**src/rtl/if_id_buffer.sv**
```systemverilog
// IF/ID decoupling FIFO: captures {pcnext, instruction} from fetch and hands entries to decode.
// PCWrite throttles fetch when full; a taken branch (flush) discards every buffered entry.
module if_id_buffer #(
  parameter int PC_WIDTH  = 6,
  parameter int DEPTH     = 2,
  parameter int PTR_WIDTH = 1
) (
  input  logic                 clk,
  input  logic                 rst,
  input  logic [PC_WIDTH-1:0]  if_pcnext,
  input  logic [31:0]          if_instruction,
  output logic                 PCWrite,
  input  logic                 flush,
  output logic                 id_valid,
  output logic [31:0]          id_instruction,
  output logic [PC_WIDTH-1:0]  id_pcnext,
  input  logic                 id_ready,
  output logic [PTR_WIDTH:0]   count
);

  localparam logic [PTR_WIDTH:0] FULL = (PTR_WIDTH + 1)'(DEPTH);

  logic [PC_WIDTH-1:0]  pc_mem  [DEPTH];
  logic [31:0]          ins_mem [DEPTH];
  logic [PTR_WIDTH-1:0] wr_ptr;
  logic [PTR_WIDTH-1:0] rd_ptr;
  logic                 push;
  logic                 pop;

  // PCWrite depends only on registered occupancy and flush, never on id_ready
  assign PCWrite  = (count != FULL) || flush;
  assign id_valid = (count != '0);
  assign push     = PCWrite && !flush;
  assign pop      = id_valid && id_ready;

  always_comb begin
    id_instruction = '0;
    id_pcnext      = '0;
    if (id_valid) begin
      id_instruction = ins_mem[rd_ptr];
      id_pcnext      = pc_mem[rd_ptr];
    end
  end

  always_ff @(posedge clk) begin
    if (push) begin
      pc_mem[wr_ptr]  <= if_pcnext;
      ins_mem[wr_ptr] <= if_instruction;
    end
  end

  always_ff @(posedge clk or negedge rst) begin
    if (!rst) begin
      wr_ptr <= '0;
      rd_ptr <= '0;
      count  <= '0;
    end else if (flush) begin
      wr_ptr <= '0;
      rd_ptr <= '0;
      count  <= '0;
    end else begin
      if (push) wr_ptr <= wr_ptr + PTR_WIDTH'(1);
      if (pop)  rd_ptr <= rd_ptr + PTR_WIDTH'(1);
      case ({push, pop})
        2'b10:   count <= count + (PTR_WIDTH + 1)'(1);
        2'b01:   count <= count - (PTR_WIDTH + 1)'(1);
        default: count <= count;
      endcase
    end
  end

endmodule

```
**config.mk**
```make
export PLATFORM = sky130hd
export DESIGN_NAME = if_id_buffer
export DESIGN_NICKNAME = d
export VERILOG_FILES = /design/src/rtl/if_id_buffer.sv
export SDC_FILE = /design/constraint.sdc
export NUM_CORES = 1
export LEC_CHECK = 0
export BUFFER_PORTS_ARGS = -buffer_cell sky130_fd_sc_hd__buf_4
export CAP_MARGIN = 40
export CORE_MARGIN = 10
export CORE_UTILIZATION = 55
export CTS_CLUSTER_DIAMETER = 40
export DETAILED_ROUTE_END_ITERATION = 8
export PLACE_DENSITY = 0.83
export SLEW_MARGIN = 20
export SYNTH_ARGS = -nofsm -noshare
export SYNTH_HDL_FRONTEND = slang
export SYNTH_SLANG_ARGS = --single-unit
```
**constraint.sdc**
```tcl
create_clock -name clk -period 10.6 [get_ports clk]
set_input_delay 2.12 -clock clk [delete_from_list [all_inputs] [get_ports clk]]
set_output_delay 2.12 -clock clk [all_outputs]
set_load 0.05 [all_outputs]
```
* After elaboration in Yosys (flattened, before gate mapping)
Memory sizes are Yosys's and may differ from the RTL's.
Cells that the tools add are included.
** Storage, ports and cells
- Bits in registers :: 4
- RAM bits :: 76
- Bits of input ports :: 42
- Output and inout bits :: 42
- Logic and storage cells :: 30
- Memories :: 2
** Operators by class
- $add $sub $neg :: 4
- Equality and inequality tests :: 3
- Mux-type cells :: 10
- Reductions and logical operators :: 8
** Memory list
- ins_mem :: words 2, bits a word 32, rd ports 1, clocked after memory_dff 0, wr ports 1, line 24 : logic [31:0] ins_mem [DEPTH];
- pc_mem :: words 2, bits a word 6, rd ports 1, clocked after memory_dff 0, wr ports 1, line 23 : logic [PC_WIDTH-1:0] pc_mem [DEPTH];
** Operator list (count)
- two-way mux 32 bit :: 1
- two-way mux 1 bit :: 6
- two-way mux 6 bit :: 1
- nonzero test 2 bit :: 3
- one-hot mux 2 bit (2 select lines) :: 1
- nonzero test 3 bit :: 1
- adder 1 bit, second input constant :: 2
- adder 2 x 1 -> 2 bit, second input constant :: 1
- == test 2 x 1 -> 1 bit, second input constant :: 1
- == test 2 bit, second input constant :: 1
- logical AND 1 bit :: 2
- two-way mux 2 bit :: 1
- inequality test 2 bit, second input constant :: 1
- subtractor 2 x 1 -> 2 bit, second input constant :: 1
- zero test 1 bit :: 1
- logical OR 1 bit :: 1

* Longest topological paths before layout
- Depth after elaboration :: 6
- Mapped depth :: 5
- Gate-level depth less buffers :: 3

* Least setup slack after synthesis
Ideal clock, no wire load.
- Path kind :: in2reg
- Start :: input flush
- End :: memory ins_mem[1][0], enable pin
- Setup time :: 489 ps
- Arrival time :: 4954 ps
- Path slack :: 5157 ps
- Stages on the path :: 1
- Buffers on the path :: 0
- Cells stage by stage :: nor3b_1
** On the way
- Cells in the longest elaborated chain, start to end :: 4
** Ends and longest elaborated chain
- start, declared :: line 13 : input logic flush,
- logical OR 1 bit or zero test 1 bit (tied branches) :: line 31, 33
- logical AND 1 bit (*) :: line 33 : assign push = PCWrite && !flush;
- two-way mux 1 bit (*) :: line 46 : if (push) begin
- two-way mux 1 bit (implied by the code) (*) :: line 48 : ins_mem[wr_ptr] <= if_instruction;
- end, declared :: line 24
Mark *: on every way between the ends. The rest lies on a longest branch, timed or not.

* Worst setup path after layout
- Start :: input flush
- End :: output PCWrite
** On the way
- Cells in the longest elaborated chain, start to end :: 1
** Ends and longest elaborated chain
- logical OR 1 bit :: line 31 : assign PCWrite = (count != FULL) || flush;
- end, declared :: line 12 : output logic PCWrite,
Every way passes these cells.

==> impl_summary.log <==
INFO  metric totalWireLength = around 5800 µm
INFO  metric cts-resized-gates = 0
INFO  metric cellPowerDensity = 186 mW/mm²
INFO  metric floorplan.rows = 27
INFO  metric flow.area_growth_from_synthesis = 29.5%
INFO  metric startpoint = flush
INFO  metric total_power = between 0.0007 and 0.0008 W
INFO  metric register_to_register_setup_slack = 8.97 ns
INFO  metric clock_skew = 0.0101 ns
INFO  metric grt_pass1_vias = approximately 1900
INFO  metric worst_r2r_endpoint = pc_mem[1][2]
INFO  metric setup.worst_path.class = in2out
INFO  metric cts.clk_slew.worst_paths = approximately 0.070 ns
INFO  metric post_route_worst_setup_slack = between 5 and 6 ns
INFO  metric grt_start_max_net_pins = 28
INFO  metric worst_r2r_path_depth = 3
INFO  metric hold_class = reg2reg
INFO  metric cts_hold_buffers = 0
INFO  metric drt_first_iter_violations = 67
INFO  metric maximum_clock_insertion_buffer_count = 2
INFO  metric place_inst = roughly 330
INFO  metric yosys.area.top_type_share = 0.738
INFO  metric detail_route.wl_per_cell = approximately 17 µm
INFO  metric placement.setup.worst_slack = between 5 and 6 ns
INFO  metric timing.critical_path.arrival = between 2 and 3 ns
INFO  metric syn_inst = about 180
INFO  metric layout_worst_path_cycle_share = 0.444
INFO  metric report.final.hold_viol_count = 0
INFO  metric synth.yosys.seq_area_share = 0.771
INFO  metric avg_vias_per_cell = ~5
INFO  metric initial_util = 0.565
INFO  metric start_kind = input port
INFO  metric timing.critical_path.to_type = output pin
INFO  metric final_net_count = approximately 320
INFO  metric vias = ~1800
INFO  metric cts_max_level = 3
INFO  metric yosys_warnings = 0
INFO  metric irDropWorstVdd = approximately 120 µV
INFO  metric die_w = roughly 95 µm
INFO  metric diodes = 0
INFO  metric finalWorstPathRequiredPeriod = 4.71 ns
INFO  metric dieHeight = between 90 and 100 µm
INFO  metric iteration_count_of_the_initial_detailed_routing_pass = 4
INFO  metric netlist-cell-type-count = 18
INFO  metric number_of_antenna_violations_at_the_first_check_in_global_routing = 0
INFO  metric final_cell_count_no_fill = 350
INFO  metric r2r_start = count[0]
INFO  metric timing.critical_path.required = about 8.5 ns
INFO  metric post_cts.repair.setup_buffers = 0
INFO  metric synth_top_area_cell = edfxtp_1
INFO  metric clock_insertion_delay_worst_skew = between 0.3 and 0.4 ns
INFO  metric timing.setup.tns = 0 ns
INFO  metric global_route_wire_length_before_repair = just under 9000 µm
INFO  metric total_congestion_overflow = 0
INFO  metric postSynthNetCount = about 220
INFO  metric outcome = completed
INFO  metric total_leakage_power = ~1.5 nW
INFO  metric n_fill_cell = around 370
INFO  metric synthesized_area = roughly 0.003 mm²
INFO  metric design.die.area = between 0.009 and 0.01 mm²
INFO  metric antenna_violating_nets_post_route = 0
INFO  metric finalWeightedCongestion = slightly below 0.7
INFO  metric tritoncts.num_buffers = 9
INFO  metric clock-sinks = 80
INFO  metric io-pin-count = 84
INFO  metric slew_headroom = 0.687
INFO  metric tritoncts_clock_tree = yes
INFO  metric tightestPinTransition = approximately 0.47 ns
INFO  metric synth-seq-cells = 80
INFO  metric fmax = around 0.21 GHz
INFO  metric endpoint = PCWrite
INFO  metric drive_above_1_share = 0.388
INFO  metric floorplan.core_area = about 0.0055 mm²
INFO  metric placement.io_buffers = 83
INFO  metric dp_hpwl = ~4100 µm
INFO  metric avgSynthCellArea = 17.0 µm²
INFO  metric report.final.setup_viol = 0
INFO  metric report.final.slew_viol_count = 0
INFO  metric cts_root_buffer = clkbuf_8
INFO  metric critical_path.max_fanout = 7
INFO  metric post-route-drc-count = 0
INFO  metric unrepaired_setup_endpoints_after_global_routing = no
INFO  metric synth.top_cells.by_area = edfxtp_1 (74%), mux2i_1 (12%), nor2_1 (5.2%)
INFO  metric gr-usage-all-layers = 0.130
INFO  metric cap_viol_max_count = 0
==> final cells by class <==
class	instances	area (µm²)	area share
clock inverter	5	57.6	0.0144
tap	72	90.1	0.0225
timing repair buffer	89	701	0.175
multi-input combinational	92	636	0.159
sequential	80	2380	0.595
clock buffer	11	131	0.0328
inverter	1	3.75	0.000938
==> cells by family (layout without fill, tap and decap cells) <==
| group | after synthesis | after routing | share of synthesized area |
|---|---|---|---|
| multiplexers | 38 | 38 | 0.123 |
| AND/OR/NAND/NOR | 50 | 50 | 0.0656 |
| buffers and inverters | 10 | 106 | 0.0291 |
| XOR/XNOR | 2 | 2 | 0.00567 |
| AO/OA/AOI/OAI | 2 | 2 | 0.00567 |
| flip-flops | 80 | 80 | 0.771 |
==> state kept, by name, indices dropped and copies added, names as in the netlist <==
register  cells
ins_mem      64
pc_mem       12
count         2
rd_ptr        1
wr_ptr        1
==> cells in the mapped netlist <==
library cell and instances:
o21ai_0 1, nor3b_1 1, a211oi_2 1, buf_2 4, inv_1 1, edfxtp_1 76, nand2b_1 1, nor3_1 2
buf_6 1, dfrtp_1 4, mux2i_1 38, nor2b_1 1, buf_4 2, buf_12 2, nand2_1 1, and2b_1 1
nor2_1 43, xor2_1 2
==> worst min-delay path by stage <==
stage,end,depth (start not counted),start
floorplan,wr_ptr,2,wr_ptr
global placement,wr_ptr,2,wr_ptr
detailed placement,wr_ptr,2,wr_ptr
CTS,wr_ptr,2,wr_ptr
global route,wr_ptr,2,wr_ptr
finish,wr_ptr,2,wr_ptr
==> layout by cell type (no fill, tap or decap), types with 2 or more instances in the layout <==
master     n
clkinv_2   2
mux2i_1   38
xor2_1     2
clkbuf_8   9
edfxtp_1  76
dfrtp_1    3
buf_4     87
clkbuf_1   2
clkinv_4   2
nor2_1    42
==> power breakdown <==
group,switching [W],leakage (nW),total (W),internal [W]
Clock,0.0000994,0.0973,0.000208,0.000109
Combinational,0.000105,0.691,0.000158,0.0000535
Sequential,0.00000909,0.760,0.000379,0.000370
==> per-stage QoR <==
step	hold slack, ns	util	area [µm²]
after global placement	0.563	0.688	3770
after CTS	0.624	0.731	4000
after global routing	0.677	0.731	4000
final	0.616	0.731	4000
after floorplan	0.519	-	3090
after detailed placement	0.581	0.697	3810
==> worst max-delay path, cell delays in order <==
cell and delay, ns:
buf_4 0.14, nand2b_1 0.14, buf_4 0.19
==> routing by layer <==
layer  share of wire  track usage  routed length [µm]  vias to the layer above
met5               0            0                   0                        -
met4           0.013       0.0673                  78                        0
met3           0.066       0.0381                 386                        5
met2            0.55        0.233                3230                       55
met1            0.37        0.135                2130                      847
li1                -            -                   -                      848
Power figures use the tool's default switching activity.
